==> config.mk <==
export PLATFORM = sky130hd
export DESIGN_NAME = rx_share_sequencer
export DESIGN_NICKNAME = d
export VERILOG_FILES = /design/src/rtl/rx_share_pkg.sv /design/src/rtl/rx_share_sequencer_rr_arbiter.sv /design/src/rtl/rx_share_sequencer.sv
export SDC_FILE = /design/constraint.sdc
export NUM_CORES = 1
export LEC_CHECK = 0
export CELL_PAD_IN_SITES_DETAIL_PLACEMENT = 1
export CELL_PAD_IN_SITES_GLOBAL_PLACEMENT = 1
export CORE_MARGIN = 3
export CORE_UTILIZATION = 38
export CTS_CLUSTER_DIAMETER = 40
export CTS_CLUSTER_SIZE = 8
export DETAILED_ROUTE_END_ITERATION = 10
export PLACE_DENSITY = 0.84
export REMOVE_ABC_BUFFERS = 1
export SLEW_MARGIN = 20
export SYNTH_ARGS = -nofsm -noshare
export SYNTH_HDL_FRONTEND = slang
export SYNTH_HIERARCHICAL = 1
export SYNTH_SLANG_ARGS = --single-unit
==> constraint.sdc <==
create_clock -name clock -period 2 [get_ports clock]
set_input_delay 0.4 -clock clock [delete_from_list [all_inputs] [get_ports clock]]
set_output_delay 0.4 -clock clock [all_outputs]
set_load 0.03 [all_outputs]
==> src/rtl/rx_share_pkg.sv <==
// ----------------------------------------------------------------------------
// rx_share_pkg
//
// Shared definitions for the receive-datapath sequencer and its arbiter.
//
// Contents:
//   state_e   - sequencer FSM state encoding (IDLE, LOAD, COUNT, DONE)
//   wrap_add  - modular index addition used for round-robin scanning and
//               for advancing the round-robin pointer
// ----------------------------------------------------------------------------
package rx_share_pkg;

    typedef enum logic [1:0] {
        ST_IDLE  = 2'd0,
        ST_LOAD  = 2'd1,
        ST_COUNT = 2'd2,
        ST_DONE  = 2'd3
    } state_e;

    // (a + b) mod n for small non-negative operands; n is at least 1.
    function automatic int wrap_add(input int a, input int b, input int n);
        return (a + b) % n;
    endfunction

endpackage

==> src/rtl/rx_share_sequencer_rr_arbiter.sv <==
// ----------------------------------------------------------------------------
// rr_arbiter
//
// Purely combinational round-robin arbiter. Starting at index ptr and
// scanning upward with wrap, the first requester with its req bit set wins.
// Only indices below N_REQ are ever considered, so a non-power-of-2 N_REQ
// can never produce an out-of-range grant.
//
// Ports:
//   req         in   N_REQ  request vector
//   ptr         in   SEL_W  index with highest priority this round
//   gnt_onehot  out  N_REQ  one-hot winner, 0 when no request
//   gnt_idx     out  SEL_W  binary index of the winner, 0 when no request
//   any         out  1      at least one request present
// ----------------------------------------------------------------------------
module rr_arbiter
    import rx_share_pkg::*;
#(
    parameter int N_REQ = 4,
    parameter int SEL_W = 2
) (
    input  logic [N_REQ-1:0] req,
    input  logic [SEL_W-1:0] ptr,
    output logic [N_REQ-1:0] gnt_onehot,
    output logic [SEL_W-1:0] gnt_idx,
    output logic             any
);

    // Outer loop walks priority distance from ptr; inner loop finds the
    // requester sitting at that distance. The first hit freezes the result.
    // Indexing only with loop variables keeps every select statically sized.
    always_comb begin
        gnt_onehot = '0;
        gnt_idx    = '0;
        any        = 1'b0;
        for (int d = 0; d < N_REQ; d++) begin
            for (int b = 0; b < N_REQ; b++) begin
                if (!any && req[b] && (b == wrap_add(int'(ptr), d, N_REQ))) begin
                    any           = 1'b1;
                    gnt_onehot[b] = 1'b1;
                    gnt_idx       = SEL_W'(b);
                end
            end
        end
    end

endmodule

==> src/rtl/rx_share_sequencer.sv <==
// ----------------------------------------------------------------------------
// rx_share_sequencer
//
// Shares one receive datapath (RxReg, bit/cycle counter, comparator) among
// N_REQ requesters. A round-robin arbiter picks an owner in IDLE; the
// sequencer then loads the receive register and clears the counter (LOAD),
// lets the counter run while the comparator says so (COUNT, guarded by a
// watchdog), and finally pulses ack to the owner for one cycle (DONE).
//
// Ports:
//   clock      in   1      rising-edge clock
//   reset      in   1      synchronous, active-low
//   req        in   N_REQ  level service requests, held until ack
//   comp_out   in   1      datapath comparator: 1 keep counting, 0 terminal
//   grant      out  N_REQ  one-hot datapath owner, 0 when idle
//   sel        out  SEL_W  binary owner index (datapath mux select)
//   RxReg_ld   out  1      load receive register (LOAD cycle)
//   count_clr  out  1      clear datapath counter (LOAD cycle)
//   count_en   out  1      increment datapath counter (COUNT and comp_out)
//   ack        out  N_REQ  one-cycle completion pulse to the owner
//   err        out  1      qualifies ack: 1 = watchdog abort
//   busy       out  1      sequencer not in IDLE
// ----------------------------------------------------------------------------
module rx_share_sequencer
    import rx_share_pkg::*;
#(
    parameter int N_REQ   = 4,
    parameter int SEL_W   = 2,
    parameter int TMO_W   = 8,
    parameter int TMO_MAX = 200
) (
    input  logic             clock,
    input  logic             reset,
    input  logic [N_REQ-1:0] req,
    input  logic             comp_out,
    output logic [N_REQ-1:0] grant,
    output logic [SEL_W-1:0] sel,
    output logic             RxReg_ld,
    output logic             count_clr,
    output logic             count_en,
    output logic [N_REQ-1:0] ack,
    output logic             err,
    output logic             busy
);

    // Last watchdog value before a forced abort: the watchdog reads
    // 0..TMO_MAX-1 across the COUNT cycles, giving TMO_MAX cycles in total.
    localparam logic [TMO_W-1:0] WD_LAST = TMO_W'(TMO_MAX - 1);

    state_e           state_q,  state_d;
    logic [N_REQ-1:0] grant_q,  grant_d;
    logic [SEL_W-1:0] sel_q,    sel_d;
    logic [SEL_W-1:0] rr_ptr_q, rr_ptr_d;
    logic [TMO_W-1:0] wd_q,     wd_d;
    logic             err_q,    err_d;

    logic [N_REQ-1:0] arb_gnt;
    logic [SEL_W-1:0] arb_idx;
    logic             arb_any;

    rr_arbiter #(
        .N_REQ (N_REQ),
        .SEL_W (SEL_W)
    ) u_arb (
        .req        (req),
        .ptr        (rr_ptr_q),
        .gnt_onehot (arb_gnt),
        .gnt_idx    (arb_idx),
        .any        (arb_any)
    );

    // ------------------------------------------------------------------------
    // Next-state logic
    // ------------------------------------------------------------------------
    always_comb begin
        state_d  = state_q;
        grant_d  = grant_q;
        sel_d    = sel_q;
        rr_ptr_d = rr_ptr_q;
        wd_d     = wd_q;
        err_d    = err_q;

        case (state_q)
            ST_IDLE: begin
                // The arbiter result is only latched here; requests seen
                // while busy have no effect.
                if (arb_any) begin
                    grant_d = arb_gnt;
                    sel_d   = arb_idx;
                    state_d = ST_LOAD;
                end
            end

            ST_LOAD: begin
                wd_d    = '0;
                state_d = ST_COUNT;
            end

            ST_COUNT: begin
                // comp_out is sampled in this state only.
                if (!comp_out) begin
                    err_d   = 1'b0;
                    state_d = ST_DONE;
                end else if (wd_q == WD_LAST) begin
                    err_d   = 1'b1;
                    state_d = ST_DONE;
                end else begin
                    wd_d = wd_q + 1'b1;
                end
            end

            ST_DONE: begin
                // Priority moves to the requester just after the owner, so
                // every requester is served within N_REQ-1 other services.
                rr_ptr_d = SEL_W'(wrap_add(int'(sel_q), 1, N_REQ));
                grant_d  = '0;
                err_d    = 1'b0;
                state_d  = ST_IDLE;
            end

            default: begin
                state_d = ST_IDLE;
            end
        endcase
    end

    // ------------------------------------------------------------------------
    // State registers
    // ------------------------------------------------------------------------
    always_ff @(posedge clock) begin
        if (!reset) begin
            state_q  <= ST_IDLE;
            grant_q  <= '0;
            sel_q    <= '0;
            rr_ptr_q <= '0;
            wd_q     <= '0;
            err_q    <= 1'b0;
        end else begin
            state_q  <= state_d;
            grant_q  <= grant_d;
            sel_q    <= sel_d;
            rr_ptr_q <= rr_ptr_d;
            wd_q     <= wd_d;
            err_q    <= err_d;
        end
    end

    // ------------------------------------------------------------------------
    // Outputs: registers or decodes of registered state, except count_en,
    // which follows comp_out combinationally during COUNT.
    // ------------------------------------------------------------------------
    assign grant     = grant_q;
    assign sel       = sel_q;
    assign RxReg_ld  = (state_q == ST_LOAD);
    assign count_clr = (state_q == ST_LOAD);
    assign count_en  = (state_q == ST_COUNT) && comp_out;
    // grant_q is one-hot at sel_q, so it is exactly ack[sel] during DONE.
    assign ack       = (state_q == ST_DONE) ? grant_q : '0;
    assign err       = err_q;
    assign busy      = (state_q != ST_IDLE);

endmodule
# Yosys cells after proc, flatten, opt, wreduce, memory -nomap -nowiden
# Cells that the tools add are included.
totals:
  register_bits: 19
  input_bits: 7
  out_inout_bits: 15
  word_cells: 157
classes:
  addsub: 5
  n_eq_ne: 20
  muxes: 59
  bitwise_logic: 3
  n_reduce_logical: 64
ops:
  columns: ["operator", "n"]
  rows:
  - ["$logic_not A32 Y1", 4]
  - ["$mux W1", 34]
  - ["$mux W2", 17]
  - ["$logic_and A1 B1 Y1", 32]
  - ["$eq A3 B3 Y1 const A", 6]
  - ["$mux W8", 2]
  - ["$pmux W8 S2", 1]
  - ["$logic_not A1 Y1", 15]
  - ["$eq A2 B3 Y1 const A", 3]
  - ["$add A8 B1 Y8 const B", 1]
  - ["$eq A8 B8 Y1 const B", 1]
  - ["$mux W4", 2]
  - ["$pmux W2 S4", 1]
  - ["$pmux W4 S2", 1]
  - ["$reduce_and A2 Y1", 4]
  - ["$reduce_bool A2 Y1", 4]
  - ["$ne A2 B2 Y1 const B", 3]
  - ["$reduce_or A2 Y1", 3]
  - ["$add A2 B1 Y2 const B", 2]
  - ["$add A2 B2 Y2 const B", 2]
  - ["$eq A2 B2 Y1 const A", 2]
  - ["$eq A2 B2 Y1 const B", 2]
  - ["$and A1 B1 Y1 const A", 3]
  - ["$ne A3 B3 Y1 const B", 1]
  - ["other kinds (5)", 5]

# Longest topological paths before layout
# Gate-level depths: netlist (run 1).
depth:
  depth_word: 65
  ltp_mapped: 7
  ltp_nobuf: 6

# Modules after synthesis
# The synthesis (run 1) kept the hierarchy.
modules_own_cells:
  columns: ["mod", "instances", "cells_per_inst", "area_each_um2", "seq_area_each_um2"]
  rows:
  - ["rx_share_sequencer", 1, 133, 1141.1, 380.4]
  - ["rr_arbiter", 1, 27, 148.9, 0.0]

# Least setup slack after synthesis (run 1)
# Ideal clock, no wire load.
synth_timing:
  path_kind: "reg2out"
  start: "register state_q[1]"
  end: "output port ack[0]"
  arrival_time_ns: 1.165
  t_required_ns: 1.600
  slack_ns: 0.435
  path_stages_with_launch: 4
  cell_sequence: "dfxtp_1 ha_1 clkbuf_1 and2_1"
synth_via:
  elab_chain_len: 2
synth_lines:
  columns: ["item", "line_no", "rtl"]
  rows:
  - ["from (decl)", "rx_share_sequencer.sv:50", "state_e state_q, state_d;"]
  - ["from (signal assigned)", "rx_share_sequencer.sv:139", "state_q <= state_d;"]
  - ["$eq A2 B2 Y1", "rx_share_sequencer.sv:158", "assign ack = (state_q == ST_DONE) ? grant_q : '0;"]
  - ["$mux W4", "rx_share_sequencer.sv:158", null]
  - ["to (decl)", "rx_share_sequencer.sv:41", "output logic [N_REQ-1:0] ack,"]
# No other way between the ends.

# Worst setup path after layout (run 1)
layout_timing:
  start: "register state_q[0]"
  end: "output port busy"
layout_via:
  elab_chain_len: 1
layout_lines:
  columns: ["item", "line_no", "rtl"]
  rows:
  - ["$reduce_bool A2 Y1", "rx_share_sequencer.sv:160", "assign busy = (state_q != ST_IDLE);"]
  - ["to (decl)", "rx_share_sequencer.sv:43", "output logic busy"]
# No other way between the ends.

==> flow_metrics.env, run 1 <==
export IMPL_status="finished clean"
export IMPL_holdWs_ps=499
export IMPL_n_antenna_cell=0
export IMPL_seqPwrFrac=0.336
export IMPL_track_usage=0.183
export IMPL_fin_crit_sh=0.956
export IMPL_grt_overflow=0
export IMPL_drv_cap=0
export IMPL_timing_fmax_mhz=523
export IMPL_clock_root_buffer="clkbuf_4"
export IMPL_vdd_drop_max_v=0.000545
export IMPL_holdPathStages=2
export IMPL_grt_pass1_wl_um=6050
export IMPL_power_frac_comb=0.522
export IMPL_drive_gt1_frac=0.127
export IMPL_crit_fanout=4
export IMPL_final_cell_mix="nand2_1 (19), dfxtp_1 (19), nand3_1 (18)"
export IMPL_initial_utilization=0.409
export IMPL_yosysWarnings=6
export IMPL_drt_iter0_markers=61
export IMPL_antenna_found_initial=0
export IMPL_hold_viol=0
export IMPL_fp_row_count=20
export IMPL_grt_pass1_vias=1270
export IMPL_dp_hpwl_um=2610
export IMPL_gp_congestion=0.788
export IMPL_cts_tree="built"
export IMPL_cts_sinks=19
export IMPL_synth_seq_cells=19
export IMPL_nets=195
export IMPL_post_cts_setup_buffers=0
export IMPL_syn_avg_cell_area_um2=8.06
export IMPL_holdPathEnd="grant[0]$_SDFFE_PN0P_"
export IMPL_num_vias=1230
export IMPL_crit_path_end_kind="primary output"
export IMPL_cp_start_kind="register"
export IMPL_syn2layout_area_growth_pct=22.7
export IMPL_clock_latency_ps=310
export IMPL_clock_power_share=0.142
export IMPL_worstHoldStart="grant[0]$_SDFFE_PN0P_"
export IMPL_ant_nets=0
export IMPL_synthCells=160
export IMPL_clk_path_buf_depth=2
export IMPL_finalMaxSlewViolations=0
export IMPL_r2r_slack_ps=310
export IMPL_dieArea_um2=4130
export IMPL_setup_viol_count_final=0
export IMPL_drc=0
export IMPL_fill_cells=401
export IMPL_synth_top_cell_by_area="dfxtp_1"
export IMPL_fin_util=0.502
export IMPL_fin_crit_ps=1910
export IMPL_coreArea_um2=3150
export IMPL_internal_power_w=0.000823
export IMPL_routedWlPerCell_um=15.3
export IMPL_yosysTopAreaCellShare=0.295
export IMPL_synth_area_leaders="dfxtp_1 (29%), nand3_1 (7.0%), ha_1 (5.8%), nand2_1 (5.5%), nand2b_1 (5.3%)"
export IMPL_worst_pin_slew_ps=467
export IMPL_leakagePower_nw=0.627
export IMPL_power_density_nw_per_um2=919
export IMPL_worstPathRequired_ps=1600
export IMPL_die_h_um=64.3
export IMPL_first_pass_iters=4
export IMPL_via_per_inst=5.47
export IMPL_r2r_cells=6
export IMPL_critical_path_arrival_ps=1510
export IMPL_min_path_type="register to register"
export IMPL_path_clk_slew_ps=110
export IMPL_port_buffers=21
export IMPL_syn_area_um2=1290
export IMPL_power_total_w=0.00145
export IMPL_p_switching_w=0.000630
export IMPL_path_class="register to primary output"
export IMPL_finalWirelength_um=3430
export IMPL_reg2reg_from="state_q[0]$_SDFFE_PN0P_"
export IMPL_skew_ps=2.38
export IMPL_cts_max_level=1
export IMPL_netlist_cell_type_count=40
export IMPL_reg2reg_to="state_q[0]$_SDFFE_PN0P_"
export IMPL_switching_share=0.434
export IMPL_numCtsBuffers=3
export IMPL_io_pins=22
export IMPL_relSlewSlack=0.687
export IMPL_grt_max_degree=15
export IMPL_ys_seq_area_frac=0.295
export IMPL_chipWidth_um=64.3
-- worst max-delay path by stage --
stage                                  from               endpoint  slack [ps]  cells past startpoint
floorplan           state_q[1]$_SDFFE_PN0P_   wd_q[5]$_SDFFE_PN0P_         430                      5
global placement                     req[2]  grant[0]$_SDFFE_PN0P_          90                      7
detailed placement                   req[0]  grant[3]$_SDFFE_PN0P_         -50                      7
CTS                 state_q[0]$_SDFFE_PN0P_                   busy          80                      4
global route        state_q[0]$_SDFFE_PN0P_                   busy          -3                      4
finish              state_q[0]$_SDFFE_PN0P_                   busy          90                      4
-- registers in the layout, summed over array words and instances, names as in the netlist --
| register | cells |
|---|---|
| rr_ptr_q | 2 |
| grant | 4 |
| sel | 2 |
| wd_q | 8 |
| state_q | 2 |
| err | 1 |
-- repair_timing --
item | 4_1_cts | 5_1_grt
hold endpoints to repair | 0 | 0
hold buffers | 0 | 0
gates resized for setup | 5 | 2
endpoints found under the setup margin | 8 | 1
-- layer usage --
| metal | track usage | vias to the layer above | wire (um) |
|---|---|---|---|
| met1 | 0.250 | 596 | 1660 |
| met4 | 0.0607 | 0 | 46 |
| met3 | 0.0246 | 5 | 84 |
| met5 | 0 | - | 0 |
| li1 | - | 612 | - |
| met2 | 0.295 | 17 | 1640 |
-- kinds of logic (layout without fill, tap and decap cells) --
| kind of cell | count (synthesis) | count (layout) | synth area share |
|---|---|---|---|
| compound gates | 35 | 35 | 0.209 |
| xor+xnor | 1 | 1 | 0.00679 |
| fa+ha+maj | 6 | 6 | 0.0582 |
| buf+inv | 18 | 39 | 0.0601 |
| flops | 19 | 19 | 0.295 |
| mux | 5 | 5 | 0.0388 |
| simple gates | 76 | 76 | 0.333 |
-- critical path, cell delays in order (launching register included) --
cell	delay [ps]
dfxtp_1	400
inv_1	140
ha_1	250
inv_1	60
clkdlybuf4s15_1	350
-- metrics by stage --
stage	setup WS (ps)	cells	setup TNS (ps)	instance area [um^2]
6_report	88.2	225	0	1580
5_1_grt	-2.80	225	-2.80	1580
4_1_cts	78.1	225	0	1570
3_5_place_dp	-50.5	221	-50.5	1540
3_3_place_gp	86.6	221	0	1540
2_1_floorplan	431	149	0	1240
-- layout make-up --
cell class,instances,area [um^2],area share
multi-input combinational,123,847,0.535
sequential,19,380,0.240
timing repair buffer,28,248,0.157
tap,44,55.1,0.0348
clock buffer,4,26.3,0.0166
inverter,7,26.3,0.0166
-- synth_stat cells --
cell type,n
a311oi_1,1
nand3b_1,1
xnor2_1,1
o221a_1,1
a21boi_0,7
a211oi_1,3
or4bb_1,1
nor4b_4,1
o2111a_1,1
clkbuf_1,5
a211o_2,2
a21boi_1,1
o21ai_1,1
and3_1,2
nand4b_1,1
buf_2,4
clkbuf_2,1
a21oi_1,6
a21o_1,4
o211ai_1,2
o22ai_1,1
o211a_1,2
a31o_1,1
nand2_1,19
nand3_1,18
dfxtp_1,19
inv_1,7
mux2i_1,5
nor2_1,4
a21o_4,1
o21ai_0,1
nor2b_1,2
and2b_4,1
and2_1,5
or3_1,3
buf_4,1
nand4_1,6
and4_2,1
ha_1,6
nand2b_1,11
-- power groups by stage --
stage / clock, W / combinational, W / sequential (W)
3_5_place_dp: 0 / 0.000751 / 0.000499
4_1_cts: 0.000214 / 0.000738 / 0.000490
2_1_floorplan: 0 / 0.000419 / 0.000539
5_1_grt: 0.000231 / 0.000831 / 0.000501
3_3_place_gp: 0 / 0.000729 / 0.000492
6_report: 0.000207 / 0.000759 / 0.000488
(Power assumes the default switching activity.)
==> run 2, diff against run 1 <==
--- a/config.mk
+++ b/config.mk
@@ -8,11 +8,12 @@
 export CELL_PAD_IN_SITES_DETAIL_PLACEMENT = 1
 export CELL_PAD_IN_SITES_GLOBAL_PLACEMENT = 1
 export CORE_MARGIN = 3
-export CORE_UTILIZATION = 38
+export CORE_UTILIZATION = 45
 export CTS_CLUSTER_DIAMETER = 40
 export CTS_CLUSTER_SIZE = 8
 export DETAILED_ROUTE_END_ITERATION = 10
-export PLACE_DENSITY = 0.84
+export DONT_BUFFER_PORTS = 1
+export PLACE_DENSITY = 0.83
 export REMOVE_ABC_BUFFERS = 1
 export SLEW_MARGIN = 20
 export SYNTH_ARGS = -nofsm -noshare
==> run 2 against run 1 <==
  * Total power decreased by 11%
  * Count of clock-buffer cells in the layout stayed put
  * Hold slack worse by 270 ps
  * First-iteration DRC count down 25%
  * Non-clock buffer count decreased by 27
  * Sequential share of layout area grew 4.7 points
  * Die area shrank 14%
  * Flip-flop and latch count did not move
  * Via count decreased by 7.0%
  * Largest power group is now sequential cells
  * Sequential power increased by 13%
  * Final area is 16% lower
==> flow_metrics.env, run 2 (synthesis results as in run 1) <==
export IMPL_path_class="register to primary output"
export IMPL_skew_ps=8.22
export IMPL_clock_latency_ps=310
export IMPL_chipWidth_um=59.5
export IMPL_routedWlPerCell_um=17.1
export IMPL_post_cts_setup_buffers=0
export IMPL_hold_viol=0
export IMPL_antenna_found_initial=0
export IMPL_min_path_type="input port to register"
export IMPL_setup_viol_count_final=0
export IMPL_first_pass_iters=4
export IMPL_final_common_cell="dfxtp_1"
export IMPL_ant_nets=0
export IMPL_power_density_nw_per_um2=981
export IMPL_cts_max_level=1
export IMPL_crit_fanout=14
export IMPL_ctsHoldBuffers=0
export IMPL_cp_start_kind="register"
export IMPL_grt_pass1_vias=1147
export IMPL_relSlewSlack=0.690
export IMPL_finalMaxSlewViolations=0
export IMPL_syn2layout_area_growth_pct=2.52
export IMPL_cpLargestDelayFamily="flip-flops"
export IMPL_die_h_um=59.5
export IMPL_grt_overflow=0
export IMPL_fin_crit_sh=0.925
export IMPL_drc=0
export IMPL_initial_utilization=0.498
export IMPL_path_clk_slew_ps=100
export IMPL_nets=168
export IMPL_drive_gt1_frac=0.0974
export IMPL_drt_iter0_markers=46
export IMPL_clk_path_buf_depth=2
export IMPL_port_buffers=0
export IMPL_grt_pass1_wl_um=5460
export IMPL_path_cells="ha_2 > and2_1"
export IMPL_worst_pin_slew_ps=463
export IMPL_n_antenna_cell=0
export IMPL_final_cell_mix="dfxtp_1 (19), nand3_1 (18), nand2_1 (18)"
export IMPL_largest_reg_flops=8
export IMPL_grt_max_degree=30
export IMPL_via_per_inst=6.22
export IMPL_dieArea_um2=3550
export IMPL_cts_sinks=19
export IMPL_fin_crit_ps=1850
export IMPL_fp_row_count=18
export IMPL_cts_tree="built"
export IMPL_largest_register="wd_q"
export IMPL_coreArea_um2=2590
export IMPL_crit_path_end_kind="primary output"
export IMPL_clock_root_buffer="clkbuf_4"
export IMPL_cpPeakStageDelay_ps=420
export IMPL_gp_congestion=0.804
export IMPL_leakagePower_nw=0.501
export IMPL_track_usage=0.203
export IMPL_worstPathRequired_ps=1600
export IMPL_stdcell_area_um2=1320
export IMPL_num_vias=1144
export IMPL_status="finished clean"
export IMPL_critical_path_arrival_ps=1450
export IMPL_rsz0062_at_grt="false"
export IMPL_power_total_w=0.00130
export IMPL_dp_hpwl_um=2270
export IMPL_place_area_um2=1280
export IMPL_tns_ps=0
export IMPL_io_pins=22
export IMPL_numCtsBuffers=3
export IMPL_cp_num_buf_inv=0
export IMPL_crit_slowest_cell="dfxtp_1"
export IMPL_finalWirelength_um=3150
export IMPL_vdd_drop_max_v=0.000664
export IMPL_drv_cap=0
export IMPL_timing_fmax_mhz=540
run 2: changes by cell type in the layout (fill, tap and decap cells not counted), sizes merged:
cell,before,now
dlygate4sd2,2,0
clkdlybuf4s15,1,0
clkdlybuf4s50,13,0
buf,12,1
run 2: timing repair:
item                                   CTS  global route
endpoints found under the hold margin    0             0
resized for setup                        2             4
cloned                                   0             0
setup endpoints to repair                5             2
run 2: cell type report:
class                           instances  area, um^2
Sequential cell                        19         380
Inverter                                7        28.8
Clock buffer                            4        26.3
Timing Repair Buffer                    1        7.51
Fill cell                             323        1270
Multi-Input combinational cell        123         842
Tap cell                               30        37.5
run 2: stage by stage:
| step | cells | setup slack [ps] | utilization | hold WS (ps) |
|---|---|---|---|---|
| 2_1_floorplan | 149 | 431 | - | 453 |
| 3_5_place_dp | 180 | 259 | 0.496 | 483 |
| 4_1_cts | 184 | 40.1 | 0.507 | 223 |
| 3_3_place_gp | 180 | 375 | 0.496 | 469 |
| 5_1_grt | 184 | 28.2 | 0.511 | 209 |
| 6_report | 184 | 150 | 0.511 | 231 |
run 2: layer usage:
metal	GRT usage	wire [um]	up-vias
met5	0	0	-
met2	0.331	1520	21
met1	0.260	1490	562
li1	-	-	557
met3	0.0654	120	4
met4	0.0475	25	0
run 2: final timing paths:
check | startpoint | endpoint | slack, ps | cells past startpoint
max | state_q[1]$_SDFFE_PN0P_ | ack[0] | 150 | 2
min | reset | state_q[0]$_SDFFE_PN0P_ | 230 | 1
max reg2reg | state_q[0]$_SDFFE_PN0P_ | state_q[0]$_SDFFE_PN0P_ | 340 | 5
min reg2reg | wd_q[7]$_SDFFE_PN0P_ | wd_q[7]$_SDFFE_PN0P_ | 500 | 2
run 2: report_power, final:
part	total [W]	switching [W]	internal, W
clock	0.000199	0.000121	0.0000779
sequential	0.000552	0.000119	0.000433
combinational	0.000547	0.000342	0.000204
total	0.00130	0.000582	0.000715
==> RTL edit 1: new RTL, config.mk and constraints of run 1 <==
`SEL_W` is set to 2 in 2 places; all go to 3.
--- a/src/rtl/rx_share_sequencer_rr_arbiter.sv
+++ b/src/rtl/rx_share_sequencer_rr_arbiter.sv
@@ -18,5 +18,5 @@
 #(
     parameter int N_REQ = 4,
-    parameter int SEL_W = 2
+    parameter int SEL_W = 3
 ) (
     input  logic [N_REQ-1:0] req,
--- a/src/rtl/rx_share_sequencer.sv
+++ b/src/rtl/rx_share_sequencer.sv
@@ -26,5 +26,5 @@
 #(
     parameter int N_REQ   = 4,
-    parameter int SEL_W   = 2,
+    parameter int SEL_W   = 3,
     parameter int TMO_W   = 8,
     parameter int TMO_MAX = 200
Ports: changed (resized sel); port bits go from 22 to 23. The function was not compared with the original's and may differ.
==> RTL edit 1 against run 1 <==
  * Routed wire length shrank 5.4%
  * Worst setup slack gained 0.038 ns
  * Design area shrank 6.2%
  * Area after synthesis shrank 8.0%
  * Core utilization grew 1.4 points
  * Sequential cell count grew 1
  * Clock skew grew 0.0064 ns
  * Power grew 9.6%
  * Highest routed layer unchanged
==> RTL edit 1: results (changes against run 1) <==
placed_design:
  dpl_worst_slack_ns: -0.0295  # +0.0210 ns
  gp_congestion: 0.823  # +4.4%
  dp_hpwl_microns: 2480  # -4.9%
  io_buffer_count: 22  # +4.8%
layout:
  register_area_sq_um: 400  # +5.3%
  insertedDiodeCount: 0  # unchanged
  largest_reg_flops: 8  # unchanged
  drive_gt1_share_pct: 11.9  # -0.80 points
  nFillCells: 347  # -13%
  fin_nets: 182  # -6.7%
route:
  vias_per_cell: 5.39  # -1.4%
  wl_met3_microns: 142  # +69%
  detail_route.iter0.violations: 55  # -9.8%
  routedWlPerCell_microns: 15.5  # +1.3%
  wl_met2_microns: 1670  # +1.6%
  met1_length_microns: 1420  # -14%
synthesis:
  synth-warning-count: 6  # unchanged
global_route:
  gr-usage-met2_pct: 34.7  # +5.2 points
  met3_usage_pct: 5.99  # +3.5 points
  grt_util_all_layers_pct: 19.6  # +1.3 points
  met1_usage_pct: 23.0  # -2.0 points
  grt_pass1_vias: 1228  # -3.3%
  grt_pass1_wl_microns: 5650  # -6.6%
  grt_max_degree: 13  # -2
pwr:
  power_leakage_nw: 0.607  # -3.2%
  ir_drop_mv: 0.537  # -1.4%
run_status:
  status: "complete, no violations"
clock_network:
  clk_pin_slew_ns: 0.13  # +0.02 ns
  clock_path_buffers: 2  # unchanged
  postCtsSetupBuffers: 0  # unchanged
  ctsResizeCount: 3  # -2
timing:
  worst_pin_slew_ns: 0.567  # +0.100 ns
  hold_viol: 0  # unchanged
  fin_skew_ns: 0.00875  # +0.00637 ns
critical_path:
  cpPeakStageDelay_ns: 0.38  # -0.02 ns
  crit_arrival_ns: 1.47  # -0.04 ns
  crit_fanout: 5  # +1
[RTL edit 1: cell types whose count changed in the layout (fill, tap and decap cells not counted), sizes merged, moves of 5 or more]
cell	before	now
nor2	4	15
a21boi	8	0
nand3	18	4
a21o	5	0
nand2b	11	4
[RTL edit 1: worst max-delay path, delay by kind of cell (launching register included)]
family,cells,cell delay (ns)
flops,1,0.38
fa+ha+maj,1,0.28
simple gates,1,0.24
buf+inv,2,0.28
[RTL edit 1: path summary, 6_finish.rpt]
path              start       end  slack (ns)  cells after the start
max          state_q[0]  count_en        0.13                      4
min              sel[2]    sel[2]        0.48                      2
min reg2reg      sel[2]    sel[2]        0.48                      2
max reg2reg     wd_q[0]   wd_q[3]        0.33                      5
[RTL edit 1: through the flow]
stage          cell area (sq um)  hold WS, ns  instances  utilization, %  setup TNS, ns
2_1_floorplan               1140        0.441        137               -              0
3_5_place_dp                1440        0.467        206            50.0        -0.0932
3_3_place_gp                1440        0.445        206            50.0              0
5_1_grt                     1490        0.506        210            51.6              0
4_1_cts                     1490        0.485        210            51.7              0
6_report                    1490        0.480        210            51.6              0
[RTL edit 1: layout make-up]
cell class | instances | share of cell area, %
clock inverters | 1 | 2.02
repair buffers | 27 | 16.0
clock buffers | 3 | 1.52
well taps | 42 | 3.54
flip-flops and latches | 20 | 27.0
multi-input cells | 109 | 47.9
inverters | 8 | 2.02
[RTL edit 1: where the power goes]
| part | internal, W | total, W | leakage (nW) | switching, W |
|---|---|---|---|---|
| clock | 0.000203 | 0.000340 | 0.0279 | 0.000137 |
| combinational | 0.000282 | 0.000729 | 0.416 | 0.000447 |
| sequential | 0.000458 | 0.000525 | 0.163 | 0.0000668 |
==> RTL edit 2: new RTL, settings of run 1 <==
Made on the original files. Put a register stage on the outputs `count_clr` and `count_en`, cleared by the reset. The values now appear one clock later. The other outputs are not delayed to match. Comments in the files are not updated.
--- a/src/rtl/rx_share_sequencer.sv
+++ b/src/rtl/rx_share_sequencer.sv
@@ -153,6 +153,13 @@
     assign sel       = sel_q;
     assign RxReg_ld  = (state_q == ST_LOAD);
-    assign count_clr = (state_q == ST_LOAD);
-    assign count_en  = (state_q == ST_COUNT) && comp_out;
+    always_ff @(posedge clock) begin
+        if (!reset) begin
+            count_clr <= '0;
+            count_en  <= '0;
+        end else begin
+            count_clr <= (state_q == ST_LOAD);
+            count_en  <= (state_q == ST_COUNT) && comp_out;
+        end
+    end
     // grant_q is one-hot at sel_q, so it is exactly ack[sel] during DONE.
     assign ack       = (state_q == ST_DONE) ? grant_q : '0;
Check against the original RTL: not settled (the Yosys comparison gave no result); the edit may change what the design does.
==> RTL edit 2 against run 1 <==
  * Critical path depth down 1
  * Global-route usage down 0.10 points
  * Routed wire length up 2.7%
  * Worst setup slack better by 0.079 ns
  * Area after synthesis up 5.2%
  * Clock skew up 0.0041 ns
  * Power up 1.9%
  * Sequential cell count up 2
  * Register-to-register slack worse by 0.09 ns
  * Design area up 2.5%
==> RTL edit 2: results (changes against run 1) <==
run_status:
  status: "complete, no violations"
layout:
  largest_reg_flops: 8  # unchanged
  nFillCells: 407  # +1.5%
  regMostFlops: "wd_q"
  fin_nets: 196  # +0.51%
  drive_gt1_share_pct: 12.1  # -0.62 points
synthesis:
  dominantRegCellSynth: "dfxtp_1"
  synth_area_leaders: "dfxtp_1, nand3_1, ha_1, nand2_1, nand2b_1"
  synth_seq_area_share_pct: 31.0  # +1.5 points
  synthAdderAreaFrac_pct: 5.53  # -0.29 points
  synth-warning-count: 6  # unchanged
  async_flop_share_pct: 0  # unchanged
  synth-compound-area-share_pct: 23.5  # +2.6 points
  synth.mux.area_fraction_pct: 2.95  # -0.93 points
  synth_xor_area_share_pct: 0.645  # -0.034 points
  synth.distinct_cells: 44  # +10%
  netlist_top_cells_count: "dfxtp_1, nand2_1, nand3_1"
placed_design:
  gp_congestion: 0.842  # +6.8%
  io_buffer_count: 21  # unchanged
  dp_hpwl_microns: 2770  # +6.0%
global_route:
  grt_pass1_vias: 1301  # +2.4%
  grt_pass1_wl_microns: 6270  # +3.7%
  grt_util_all_layers_pct: 18.2  # -0.10 points
critical_path:
  crit_arrival_ns: 1.43  # -0.08 ns
  r2r-end: "wd_q[3]"
  r2r_cells: 5  # -1
  cpMaxStageDelayCell: "dfxtp_1"
  cp_top_family: "buffers and inverters"
  cpPeakStageDelay_ns: 0.43  # +0.03 ns
  timing.rr.start: "state_q[0]"
  crit_fanout: 5  # +1
  reg2reg_slack_ns: 0.22  # -0.09 ns
timing:
  fin_skew_ns: 0.00651  # +0.00413 ns
  max-slew-margin-rel_pct: 70.8  # +2.1 points
  fin_setup_tns_ns: 0  # unchanged
clock_network:
  clk_pin_slew_ns: 0.12
  clock_latency_ns: 0.31  # about the same
  clock_path_buffers: 2  # unchanged
  cts_made_buffers: 3  # unchanged
  cts-root-buf: "clkbuf_4"
  postCtsSetupBuffers: 0  # unchanged
route:
  dr.pass1.iters: 4  # unchanged
  detail_route.iter0.violations: 69  # +13%
  vias: 1238  # +0.65%
  drc: 0  # unchanged
  routedWlPerCell_microns: 15.5  # +1.4%
pwr:
  ir_drop_mv: 0.303  # -44%
  power_leakage_nw: 0.618  # -1.5%
hold_path:
  min-delay-start: "wd_q[7]"
  hold_class: "reg2reg"
  holdPathEnd: "wd_q[7]"
## RTL edit 2: cell count changes in the layout (fill, tap and decap cells not counted), moves of 2 or more
| cell | before | now |
|---|---|---|
| and2_1 | 5 | 7 |
| buf_4 | 12 | 9 |
| clkdlybuf4s50_1 | 13 | 15 |
| dfxtp_1 | 19 | 21 |
| nand3_1 | 18 | 16 |
| nand4_1 | 6 | 4 |
## RTL edit 2: cell type report
cell class,count,share of cell area [%]
Clock buffer,4,1.62
Sequential cell,21,25.9
Tap cell,46,3.55
Timing Repair Buffer,26,14.3
Inverter,7,1.62
Multi-Input combinational cell,124,53.0
## RTL edit 2: power breakdown
part           total [W]  internal, W  switching, W
sequential      0.000548     0.000480     0.0000686
clock           0.000212    0.0000779      0.000134
combinational   0.000721     0.000291      0.000430
total            0.00148     0.000849      0.000632
## RTL edit 2: repair_timing
action / CTS / global route
pin swaps: 0 / 0
endpoints found under the setup margin: 2 / 5
resized for setup: 2 / 3
gates cloned: 0 / 0
## RTL edit 2: layer usage
layer / track usage [%] / vias to the layer above / wire (microns)
li1: - / 617 / -
met1: 23.8 / 598 / 1680
met2: 31.5 / 21 / 1720
met3: 3.57 / 2 / 104
met4: 2.33 / 0 / 25
met5: 0 / - / 0
## RTL edit 2: worst reg2reg max path, delay by kind of cell (launching register included)
kind,cells,cell delay [ns]
compound gates,1,0.29
fa+ha+maj,1,0.36
simple gates,1,0.29
buf+inv,1,0.17
mux,1,0.23
flops,1,0.37
## RTL edit 2: kinds of logic (layout without fill, tap and decap cells)
logic type | after synthesis | count (layout)
mux | 4 | 4
flops | 21 | 21
compound gates | 38 | 38
buf+inv | 17 | 37
fa+ha+maj | 6 | 6
simple gates | 75 | 75
xor+xnor | 1 | 1
## RTL edit 2: worst max-delay path by stage
| stage | startpoint | to | slack [ns] | cells after the start |
|---|---|---|---|---|
| floorplan | state_q[0] | state_q[0] | 0.36 | 5 |
| global placement | req[2] | grant[0] | 0.1 | 7 |
| detailed placement | req[2] | grant[0] | 0.03 | 7 |
| CTS | state_q[0] | busy | 0.02 | 4 |
| global route | state_q[0] | wd_q[3] | 0.03 | 5 |
| finish | state_q[1] | RxReg_ld | 0.17 | 3 |
## RTL edit 2: through the flow
step | instances | instance area (sq um) | worst slack, ns | hold slack, ns | total power [W]
3_5_place_dp | 224 | 1600 | 0.0319 | 0.486 | 0.00129
6_report | 228 | 1620 | 0.167 | 0.499 | 0.00148
5_1_grt | 228 | 1620 | 0.0311 | 0.527 | 0.00159
3_3_place_gp | 224 | 1600 | 0.0995 | 0.470 | 0.00125
4_1_cts | 228 | 1620 | 0.0177 | 0.505 | 0.00149
2_1_floorplan | 152 | 1310 | 0.360 | 0.454 | 0.00102
